## src/rtl/serial_alu_seq.sv

```systemverilog
// rtl/serial_alu_seq.sv - bit-serial sequencer driving an external 1-bit ALU slice, LSB first
// Optional overflow flag output enabled by defining SERIAL_ALU_OVF_EN.
module serial_alu_seq #(
    parameter int WIDTH = 8
) (
    input  logic             clk,
    input  logic             rst,
    input  logic             in_valid,
    output logic             in_ready,
    input  logic [WIDTH-1:0] a,
    input  logic [WIDTH-1:0] b,
    input  logic [1:0]       op,
    output logic             slice_a,
    output logic             slice_b,
    output logic             slice_cin,
    output logic [1:0]       slice_op,
    input  logic             slice_result,
    input  logic             slice_cout,
    output logic             out_valid,
    input  logic             out_ready,
    output logic [WIDTH-1:0] result,
    output logic             cout,
    output logic             zero
`ifdef SERIAL_ALU_OVF_EN
    ,
    output logic             ovf
`endif
);

    localparam int CW = (WIDTH > 2) ? $clog2(WIDTH) : 1;
    localparam logic [CW-1:0] LAST_BIT = CW'(WIDTH - 1);

    typedef enum logic [1:0] {
        S_IDLE = 2'b00,
        S_RUN  = 2'b01,
        S_DONE = 2'b10
    } state_t;

    state_t           r_state;
    state_t           w_next;
    logic [WIDTH-1:0] r_a_sh;
    logic [WIDTH-1:0] r_b_sh;
    logic [WIDTH-1:0] r_res;
    logic [1:0]       r_op;
    logic             r_carry;
    logic [CW-1:0]    r_cnt;
    logic             w_run;
    logic             w_done;
    logic             w_arith;
`ifdef SERIAL_ALU_OVF_EN
    logic             r_cin_msb;
`endif

    always_ff @(posedge clk) begin
        if (rst) begin
            r_state <= S_IDLE;
        end else begin
            r_state <= w_next;
        end
    end

    always_comb begin
        w_next = r_state;
        case (r_state)
            S_IDLE: if (in_valid) w_next = S_RUN;
            S_RUN:  if (r_cnt == LAST_BIT) w_next = S_DONE;
            S_DONE: if (out_ready) w_next = S_IDLE;
            default: w_next = S_IDLE;
        endcase
    end

    // Operand shifters, result assembly and the single ripple carry.
    always_ff @(posedge clk) begin
        if (rst) begin
            r_a_sh    <= '0;
            r_b_sh    <= '0;
            r_res     <= '0;
            r_op      <= 2'b00;
            r_carry   <= 1'b0;
            r_cnt     <= '0;
`ifdef SERIAL_ALU_OVF_EN
            r_cin_msb <= 1'b0;
`endif
        end else begin
            case (r_state)
                S_IDLE: begin
                    if (in_valid) begin
                        r_a_sh  <= a;
                        r_b_sh  <= b;
                        r_op    <= op;
                        r_carry <= (op == 2'b11);
                        r_res   <= '0;
                        r_cnt   <= '0;
                    end
                end
                S_RUN: begin
                    r_res   <= {slice_result, r_res[WIDTH-1:1]};
                    r_carry <= slice_cout;
                    r_a_sh  <= {1'b0, r_a_sh[WIDTH-1:1]};
                    r_b_sh  <= {1'b0, r_b_sh[WIDTH-1:1]};
                    r_cnt   <= r_cnt + 1'b1;
`ifdef SERIAL_ALU_OVF_EN
                    if (r_cnt == LAST_BIT) r_cin_msb <= r_carry;
`endif
                end
                default: begin
                end
            endcase
        end
    end

    assign w_run   = (r_state == S_RUN);
    assign w_done  = (r_state == S_DONE);
    assign w_arith = r_op[1];

    assign in_ready  = (r_state == S_IDLE);
    assign out_valid = w_done;

    assign slice_a   = w_run & r_a_sh[0];
    assign slice_b   = w_run & r_b_sh[0];
    assign slice_cin = w_run & r_carry;
    assign slice_op  = w_run ? r_op : 2'b00;

    assign result = r_res;
    assign cout   = w_done & w_arith & r_carry;
    assign zero   = w_done & (r_res == '0);
`ifdef SERIAL_ALU_OVF_EN
    assign ovf    = w_done & w_arith & (r_cin_msb ^ r_carry);
`endif

endmodule

```

## config.mk

```make
export PLATFORM = sky130hd
export DESIGN_NAME = serial_alu_seq
export DESIGN_NICKNAME = d
export VERILOG_FILES = /design/src/rtl/serial_alu_seq.sv
export SDC_FILE = /design/constraint.sdc
export NUM_CORES = 1
export LEC_CHECK = 0
export ABC_CLOCK_PERIOD_IN_PS = 1500
export CAP_MARGIN = 20
export CORE_AREA = 2 2 77 94
export CTS_CLUSTER_DIAMETER = 40
export CTS_CLUSTER_SIZE = 16
export DETAILED_ROUTE_END_ITERATION = 6
export DIE_AREA = 0 0 79 96
export SLEW_MARGIN = 20
export SYNTH_ARGS = -nofsm -noshare
export SYNTH_HDL_FRONTEND = slang
export SYNTH_SLANG_ARGS = --single-unit
```

## constraint.sdc

```tcl
create_clock -name clk -period 1.5 [get_ports clk]
set_input_delay 0.3 -clock clk [delete_from_list [all_inputs] [get_ports clk]]
set_output_delay 0.3 -clock clk [all_outputs]
set_load 0.02 [all_outputs]
```

# --- Word level (Yosys, flattened, before mapping) ---
# Cells that the tools add are included.
totals:
  wordCells: 42
  output_inout_bits: 17
  register_bits: 32
classes:
  bitwise_logic: 6
  n_reduce_logical: 6
  n_addsub: 1
  muxes: 15
  eq_ne: 7
ops:
  columns: ["op", "count"]
  rows:
  - ["case mux 8 bit (2 select lines)", 3]
  - ["two-way mux 8 bit", 3]
  - ["logical NOT 8 bit", 1]
  - ["two-way mux 2 bit", 4]
  - ["bitwise AND 1 bit", 6]
  - ["case mux 2 bit (3 select lines)", 1]
  - ["case mux 3 bit (2 select lines)", 1]
  - ["equality test 2 bit (second input constant)", 2]
  - ["!= test 2 bit (second input constant)", 2]
  - ["AND reduction 2 bit", 2]
  - ["adder 3 x 1 -> 3 bit (second input constant)", 1]
  - ["equality test 3 bit (second input constant)", 1]
  - ["two-way mux 3 bit", 1]
  - ["AND reduction 3 bit", 1]
  - ["equality test 2 x 1 -> 1 bit (second input constant)", 1]
  - ["logical NOT 2 bit", 1]
  - ["!= test 2 x 1 -> 1 bit (second input constant)", 1]
  - ["case mux 1 bit (2 select lines)", 1]
  - ["nonzero test 2 bit", 1]
  - ["two-way mux 1 bit", 1]

# --- Logic depth before layout (Yosys ltp) ---
depth:
  depth_word: 3
  depth_mapped: 5
  mapped_depth_nobuf: 4

# --- Worst setup path after synthesis ---
# Ideal clock, no wire load.
synth_path:
  path_type: "register to output"
  startpoint: "register r_state[0]"
  endpoint: "output zero"
  n_path_buf: 1
  stages_incl_launch_ff: 4
  arrival_time_ps: 1264
  path_slack_ps: -64
  path_cell_list: "dfxtp_1 > buf_4 > nor2b_1 > and3_1"
synth_between:
  elab_chain_cells: 2
synth_lines:
  columns: ["item", "line", "rtl"]
  rows:
  - ["from (decl)", "39", "state_t r_state;"]
  - ["from (signal assigned)", "58", "r_state <= w_next;"]
  - ["equality test 2 bit", "113", "assign w_done = (r_state == S_DONE);"]
  - ["named net out_valid", "19", "output logic out_valid,"]
  - ["bitwise AND 1 bit", "126", "assign zero = w_done & (r_res == '0);"]
  - ["to (decl)", "23", "output logic zero"]
# The timed path passes the listed nets, and every way through them passes these cells.

# --- Worst setup path after layout ---
layout_path:
  startpoint: "register r_res[7], in the netlist result[7]"
  endpoint: "output zero"
layout_between:
  elab_chain_cells: 2
layout_lines:
  columns: ["item", "line", "rtl"]
  rows:
  - ["from (decl)", "43", "logic [WIDTH-1:0] r_res;"]
  - ["from (signal assigned)", "97", "r_res <= {slice_result, r_res[WIDTH-1:1]};"]
  - ["logical NOT 8 bit", "126", null]
  - ["bitwise AND 1 bit", "126", null]
# No other way between the ends.

==> summary.txt <==
Run status
  • Outcome: complete, no violations

GRT
  • GRT Total Usage: a little under 10%
  • Vias in the first global route: 1221
  • Initial antenna violation count: 0
  • First-pass GRT wire length: 5.66 mm
  • Largest net degree at the start of global routing: 33
  • Total gr overflow: 0

Floorplan
  • Core area: 6690 µm²
  • Die height: approximately 96 µm
  • Die area: 7580 µm²
  • Die width: approximately 79 µm
  • FP Rows: 33
  • I/O pin cnt: 41
  • Starting density of the core: 22.5%

Drt
  • Total wire length: 3.62 mm
  • Iter 0 DRT Violations: 44
  • DRC: 0
  • DR vias: about 1300
  • Drt first pass iters: 4
  • Avg Vias per Cell: roughly 4.3
  • Routed len/inst: 12.3 µm
  • Routed Antenna Nets: 0

Final layout
  • Post-layout nets: 232
  • Share of layout cells above drive strength 1: 34.8%
  • ANT cells: 0
  • Commonest cells after routing, fill and taps aside: 31 x nor2_1, 28 x dfxtp_1, 23 x clkdlybuf4s50_1
  • # fillers: 688
  • Area Overhead vs Synth: 54.3%
  • Commonest non-fill, non-tap cell in the layout: nor2_1

Critical path
  • Critical Path Max Stage Delay: 340 ps
  • Worst Reg-to-Reg Cells: 5
  • CP max FO: 2
  • CP Cell Sequence: nor4_4 -> and3_4 -> buf_6
  • CP Capture Type: output pin
  • Critical Path AT: between 1000 and 1500 ps
  • Worst Setup Path Type: reg -> out
  • CP Depth: 3
  • Type of origin of the critical path: flip-flop
  • WP data required: 1200 ps
  • Worst path bufs/invs: 1
  • Critical path's slowest cell: dfxtp_2
  • Top Family by Delay on Critical Path: simple AND/OR/NAND/NOR gates

Timing
  • Rel. slew slack: between 80% and 90%
  • RSZ-0062 raised after global routing: true
  • Worst setup skew after layout: between 8 and 9 ps
  • Min Hold Slack: 486 ps
  • Least-Margin Pin Slew: 294 ps
  • Fmax achieved: 0.671 GHz
  • Fin. Hold Viols: 0
  • Fin crit share: 99.4%
  • Slew Viols, Final: 0
  • Crit path time final: 1490 ps
  • Final-report setup violation count: 0

Yosys
  • Syn_nets: roughly 170
  • Top cells by area, synth: dfxtp_1 43%, a211oi_2 12%, mux2i_1 11%
  • Yosys warns: 0
  • Cell taking the most area after synthesis: dfxtp_1
  • Synth top area share: between 40% and 50%
  • Sequential share of the synthesized area: 42.6%
  • Cell Area, Synth: 1500 µm²
  • Synthesized area per cell: 10.2 µm²
  • Synth cell types: 27
  • Synth Register Bits: 32
  • Instance count of the mapped netlist: 148

Clock tree
  • Clk slew on worst S/H paths: 70 ps
  • CTS tree: done
  • Clk Latency, worst-skew pair: 280 ps
  • Clk sinks: 32
  • H-tree lvl count: 2
  • Root buf cell: clkbuf_8
  • Clk buf depth: 2
  • CTS Buf Count: 5
  • CTS Hold Bufs: 0

Power
  • P_leak: 0.958 nW
  • Worst IR Drop VDD: 0.000466 V
  • Total chip power: 2.14 mW
  • Power per cell area: 923 nW/µm²

Min path
  • Hold WC Path Type: reg -> reg
  • Hold Path Cell Cnt: 1

Job
  • Total of max-cap violations: 0

Placement
  • Post-DP HPWL: 2.44 mm
  • PortBufs: 40
  • GPL Wtd Cong: 0.662
[synth_stat cells]
library cell and instances:
a22oi_1 11, buf_1 1, a211oi_1 1, ha_1 2
nor2b_1 3, o22ai_1 1, nand2b_1 1, o21ai_0 2
dfxtp_1 32, nor3b_4 1, inv_2 1, nor4_1 2
buf_4 5, a21oi_1 2, a211oi_2 15, clkbuf_1 2
nand3_1 2, o21ai_1 1, inv_1 2, nor3b_1 1
buf_6 3, nor2_1 31, o21bai_4 1, and2_1 6
and3_1 2, o21ba_4 1, mux2i_1 16
[final timing paths]
path	startpoint	slack (ps)	end
setup / recovery	result[7]$_SDFFE_PP0P_	9	zero
hold / removal	r_cnt[0]$_SDFFE_PP0P_	490	r_cnt[0]$_SDFFE_PP0P_
setup reg to reg	r_state[0]$_SDFFE_PP0P_	130	r_cnt[0]$_SDFFE_PP0P_
hold reg to reg	r_cnt[0]$_SDFFE_PP0P_	490	r_cnt[0]$_SDFFE_PP0P_
[through the flow]
stage | setup WS, ps | utilization (%) | setup TNS [ps] | cells | instance area, µm²
floorplan | 92.1 | - | 0 | 148 | 1510
global placement | -204 | 31.7 | -2090 | 284 | 2120
detailed placement | -191 | 31.7 | -2060 | 284 | 2120
CTS | -12.0 | 33.8 | -12.9 | 293 | 2260
global route | -58.5 | 34.7 | -231 | 294 | 2320
finish | 9.41 | 34.7 | 0 | 294 | 2320
[power breakdown]
part	switching, mW	internal (mW)
logic	0.180	0.221
clock network	0.316	0.493
registers	0.0294	0.903
total	0.525	1.62
[state kept, by name, summed over array words and instances, names as in the netlist]
| signal | count |
|---|---|
| r_op | 2 |
| r_b_sh | 8 |
| r_carry | 1 |
| r_a_sh | 8 |
| r_state | 2 |
| r_cnt | 3 |
| result | 8 |
[layer usage]
layer  up-vias  track usage, %  wire length [µm]
met5         -               0                 0
met4         0            3.88                21
met3         2            3.38               278
met2        39            15.1              1670
met1       586            12.4              1660
li1        642               -                 -
[area by class of cell]
class | count | area, µm² | area share (%)
clock buffers | 6 | 72.6 | 3.13
clock inverters | 2 | 35.0 | 1.51
inverters | 3 | 11.3 | 0.485
multi-input cells | 102 | 837 | 36.1
flip-flops and latches | 32 | 646 | 27.8
well taps | 87 | 109 | 4.69
repair buffers | 62 | 611 | 26.3
[logic make-up after synthesis]
| kind of cell | share of synthesized area [%] |
|---|---|
| flops | 42.6 |
| fa+ha+maj | 1.66 |
| mux | 10.6 |
| buf+inv | 6.24 |
| compound gates | 22.9 |
| simple gates | 16.0 |
[timing repair]
item | 4_1_cts | 5_1_grt
hold endpoints to repair | 0 | 0
resized for setup | 63 | 18
buffers inserted | 1 | 1
setup endpoints to repair | 24 | 24
pin swaps | 0 | 4
No activity file was read; power rests on OpenSTA's default activity.
==> patch 1: new RTL, same flow settings <==
Build with the macro `SERIAL_ALU_OVF_EN` defined.
--- a/src/rtl/serial_alu_seq.sv
+++ b/src/rtl/serial_alu_seq.sv
@@ -1,5 +1,7 @@
 // rtl/serial_alu_seq.sv - bit-serial sequencer driving an external 1-bit ALU slice, LSB first
 // Optional overflow flag output enabled by defining SERIAL_ALU_OVF_EN.
+`define SERIAL_ALU_OVF_EN
+
 module serial_alu_seq #(
     parameter int WIDTH = 8
 ) (
Formal check against the unedited RTL (old outputs only; new: ovf): equivalent (Yosys induction, for registers that start in step).
==> patch 1 against the unedited design <==
Synthesized cell count up 5.4%; global-route usage rose by 0.75 points; sequential power grew 3.4%; design area increased by 1.2%; total power decreased by 5.1%; area after synthesis rose by 8.0%; routed wire length is 2.2% higher; sequential cell count is 1 higher; hold slack worse by 0.013 ns; worst setup slack worse by 0.0022 ns; largest cell class unchanged; highest routed layer unchanged.
==> patch 1: results (changes against the unedited design) <==
[status]
status=finished, final reports clean

[critical_path]
reg2regPathDepth=4  ; -1
critPathLaunch=r_state[0]$_SDFFE_PP0P_
worstReg2RegEnd=r_b_sh[3]$_SDFFE_PP0P_
crit_fanout=5  ; +3
r2r_slack_ns=0.22  ; +0.09 ns

[logic_synthesis]
yosys-top-cells-area=dfxtp_1 (41%), a211oi_2 (12%), mux2i_1 (9.9%), nor2_2 (5.8%), a22oi_1 (4.6%)
synth_cell_types=32  ; +19%
yosys.area_share.adder=0.0154  ; -0.00123
synthesis.nets=182  ; +4.6%
synthTopCellsByCount=dfxtp_1 (33), a211oi_2 (16), mux2i_1 (16), nor2_1 (15), nor2_2 (15)
yosysSeqAreaShare=0.407  ; -0.0192
synth_compound_area_frac=0.213  ; -0.0162
yosys.area_share.xor_xnor=0.00539  ; +0.00539
synthMuxAreaShare=0.0986  ; -0.00788

[cts]
htreeDepth=2  ; unchanged

[global_route]
grt_pass1_wl_mm=6.18  ; +9.3%
grt_pass1_vias=1345  ; +10%
grt_max_degree=34  ; +3.0%
antenna_found_initial=0  ; unchanged
grtUsageTotal=0.105  ; +0.00747

[placement]
dp_hpwl_mm=2.51  ; +2.9%
place_congestion=0.702  ; +6.0%
port_buffers=41  ; +2.5%

[timing]
worstMarginPinSlew_ns=0.283  ; -0.0109 ns
skew_ns=0.00374  ; -0.00464 ns

[power]
swShare=0.278  ; +0.0324
peakVddDrop_mv=0.330  ; -29%
p_leak_nw=0.948  ; -0.96%

[cells_and_area]
drive_gt1_frac=0.411  ; +0.0634
layout.nets=239  ; +3.0%
fill_cells=692  ; +0.58%

[detailed_routing]
drt_iter0_markers=29  ; -34%
via_per_inst=4.34  ; +0.45%

[patch 1: layer usage]
layer,share of wire,vias to the layer above,global-route usage
li1,-,667,-
met1,0.47,592,0.128
met2,0.45,39,0.173
met3,0.070,7,0.0366
met4,0.012,0,0.0345
met5,0,-,0
[patch 1: worst min-delay path by stage]
stage / startpoint / end / slack [ns] / cells after the start
floorplan: op[0] / r_op[0]$_SDFFE_PP0P_ / 0.45 / 2
global placement: r_cin_msb$_SDFFE_PP0P_ / r_cin_msb$_SDFFE_PP0P_ / 0.46 / 2
detailed placement: r_cin_msb$_SDFFE_PP0P_ / r_cin_msb$_SDFFE_PP0P_ / 0.46 / 2
CTS: r_cin_msb$_SDFFE_PP0P_ / r_cin_msb$_SDFFE_PP0P_ / 0.47 / 2
global route: r_cin_msb$_SDFFE_PP0P_ / r_cin_msb$_SDFFE_PP0P_ / 0.51 / 2
finish: r_cin_msb$_SDFFE_PP0P_ / r_cin_msb$_SDFFE_PP0P_ / 0.47 / 2
[patch 1: cell families (layout without fill, tap and decap cells)]
family                     count (synthesis)  count (layout)
AOI/OAI and AO/OA                         36              36
xor gates and xnor gates                   1               1
adders and majority gates                  2               2
buffers and inverters                     15              73
DFF                                       33              33
muxes                                     16              16
and+or+nand+nor                           53              53
[patch 1: power by group through the flow]
stage / clock, W / sequential (W) / combinational [W]
floorplan: 0 / 0.000979 / 0.000262
global placement: 0 / 0.000983 / 0.000390
detailed placement: 0 / 0.000983 / 0.000393
CTS: 0.000683 / 0.000965 / 0.000396
global route: 0.000722 / 0.000972 / 0.000438
finish: 0.000664 / 0.000965 / 0.000403
[patch 1: layout make-up]
type                            count  share of cell area
Inverter                            2             0.00319
Sequential cell                    33               0.283
Multi-Input combinational cell    108               0.379
Clock buffer                        6              0.0309
Clock inverter                      2             0.00426
Timing Repair Buffer               63               0.254
Tap cell                           87              0.0463
[patch 1: timing repair]
action | in CTS | in global routing
pin swaps | 1 | 7
hold buffers | 0 | 0
buffers inserted | 2 | 0
resized for setup | 57 | 21
endpoints found under the setup margin | 18 | 9
[patch 1: metrics by stage]
stage	setup slack (ns)	instance area, um^2	cells
2_1_floorplan	0.104	1620	156
3_3_place_gp	-0.227	2210	291
3_5_place_dp	-0.244	2210	291
4_1_cts	-0.0234	2290	301
5_1_grt	-0.0625	2350	301
6_report	0.00720	2350	301
[patch 1: critical path, stage by stage (launching register included)]
cell,delay (ns)
dfxtp_2,0.33
and2b_2,0.26
and3_1,0.19
buf_6,0.12
==> patch 2: new RTL, same settings <==
Without the edit above. Reset style: asynchronous (`rst`), changed in 2 clocked blocks.
--- a/src/rtl/serial_alu_seq.sv
+++ b/src/rtl/serial_alu_seq.sv
@@ -51,7 +51,7 @@
     logic             r_cin_msb;
 `endif
 
-    always_ff @(posedge clk) begin
+    always_ff @(posedge clk or posedge rst) begin
         if (rst) begin
             r_state <= S_IDLE;
         end else begin
@@ -70,7 +70,7 @@
     end
 
     // Operand shifters, result assembly and the single ripple carry.
-    always_ff @(posedge clk) begin
+    always_ff @(posedge clk or posedge rst) begin
         if (rst) begin
             r_a_sh    <= '0;
             r_b_sh    <= '0;
Function: differs if rst is asserted again (counterexample within 4 cycles, from zero or initial values and one cycle with rst high); with rst held inactive, the same outputs for 10 cycles.
==> patch 2 against the unedited design <==
The flow now finishes with violations (setup timing); routed wire length is 12% higher; design area increased by 6.3%; hold slack lost 0.13 ns; fmax fell by 5.8%; clock skew decreased by 0.0053 ns; worst setup slack got worse by 0.092 ns; area after synthesis is 8.6% higher; sequential cell count unchanged; final cell count is 8.2% higher; register-to-register slack got worse by 0.11 ns; core utilization up 2.2 points; synthesized cell count up 14%; critical path type unchanged.
Power is not compared: it rests on default switching activity, and its combinational part moved more than twofold at a synthesized area within 25%.
==> patch 2: results (changes against the unedited design) <==
[logic_synthesis]
synthTopCellsByCount=nand2_1 (59), dfrtp_1 (32), nand3_2 (29), nand3_1 (15)
yosys.area_share.adder=0.0153  ; -0.00131
synthMuxAreaShare=0  ; -0.106
synth_cells=168  ; +14%
synthesis.nets=194  ; +11%
yosysSeqAreaShare=0.490  ; +0.0645
yosys-top-cells-area=dfrtp_1 (49%), nand3_2 (18%), nand2_1 (14%), nand3_1 (4.6%), buf_6 (2.1%)
synth_flop_cell=dfrtp_1
synth_cell_types=22  ; -19%

[critical_path]
crit_path_max_incr_delay_ns=0.39  ; +0.05 ns
r2r_slack_ns=0.02  ; -0.11 ns
critPathLaunch=result[2]$_DFFE_PP0P_
crit_slowest_cell=dfrtp_1
r2r_start=r_state[0]$_DFFE_PP0P_
worstReg2RegEnd=r_b_sh[6]$_DFFE_PP0P_
arrival_ns=1.28  ; +0.09 ns

[status]
status=finished with violations
violations=setup timing

[placement]
place_congestion=0.695  ; +4.9%
dp_hpwl_mm=2.63  ; +8.0%
port_buffers=40  ; unchanged
place_inst=306  ; +7.7%

[global_route]
use_met3=0.0235  ; -0.0103
grtUsageTotal=0.109  ; +0.0119
met1_usage=0.135  ; +0.0111
grt_pass1_wl_mm=6.37  ; +13%

[cells_and_area]
drive_gt1_frac=0.359  ; +0.0115
layout.nets=257  ; +11%

[detailed_routing]
wl_mm=4.04  ; +12%
vias=1387  ; +9.3%

[timing]
skew_ns=0.00306  ; -0.00532 ns
setup_viol=6  ; +6
relSlewSlack=0.861  ; +0.0573
setup_ws_ns=-0.0827  ; -0.0922 ns

[min_path]
hold_path_class=in2async

-- patch 2: cell type report --
class                      instances  area, um^2
fill                             695        4220
sequential                        32         802
multi-input combinational        123         774
timing repair buffer              67         697
tap                               87         109
clock buffer                       6        72.6
inverter                           2        7.51
clock inverter                     1        5.00
-- patch 2: what timing repair did --
| item | in CTS | in global routing |
|---|---|---|
| setup buffers | 2 | 2 |
| cloned | 0 | 2 |
| endpoints found under the setup margin | 17 | 16 |
| pin swaps | 3 | 15 |
| resized for setup | 63 | 14 |
-- patch 2: how the worst max path moves through the flow --
stage / to / slack (ns) / depth (start not counted)
floorplan: zero / 0.005 / 2
global placement: slice_op[1] / -0.32 / 3
detailed placement: slice_op[1] / -0.37 / 3
CTS: slice_op[1] / -0.11 / 3
global route: zero / -0.16 / 3
finish: zero / -0.08 / 3
-- patch 2: through the flow --
| stage | setup WS [ns] | TNS [ns] | utilization | hold slack, ns |
|---|---|---|---|---|
| 2_1_floorplan | 0.00516 | 0 | - | 0.405 |
| 3_3_place_gp | -0.316 | -7.25 | 0.340 | 0.460 |
| 3_5_place_dp | -0.365 | -7.60 | 0.340 | 0.472 |
| 4_1_cts | -0.105 | -0.531 | 0.353 | 0.354 |
| 5_1_grt | -0.157 | -0.883 | 0.369 | 0.402 |
| 6_report | -0.0827 | -0.386 | 0.369 | 0.351 |
-- patch 2: where the power goes --
| part | internal, W | leakage, nW | switching [W] | total (W) |
|---|---|---|---|---|
| Sequential | 0.00124 | 0.404 | 0.000253 | 0.00149 |
| Combinational | 0.00129 | 0.788 | 0.00134 | 0.00263 |
| Clock | 0.000315 | 0.0410 | 0.000306 | 0.000621 |
-- patch 2: routing by layer --
layer | vias up | routed length, um
met1 | 667 | 1810
met3 | 5 | 208
met5 | - | 0
met4 | 0 | 46
met2 | 36 | 1980
li1 | 679 | -
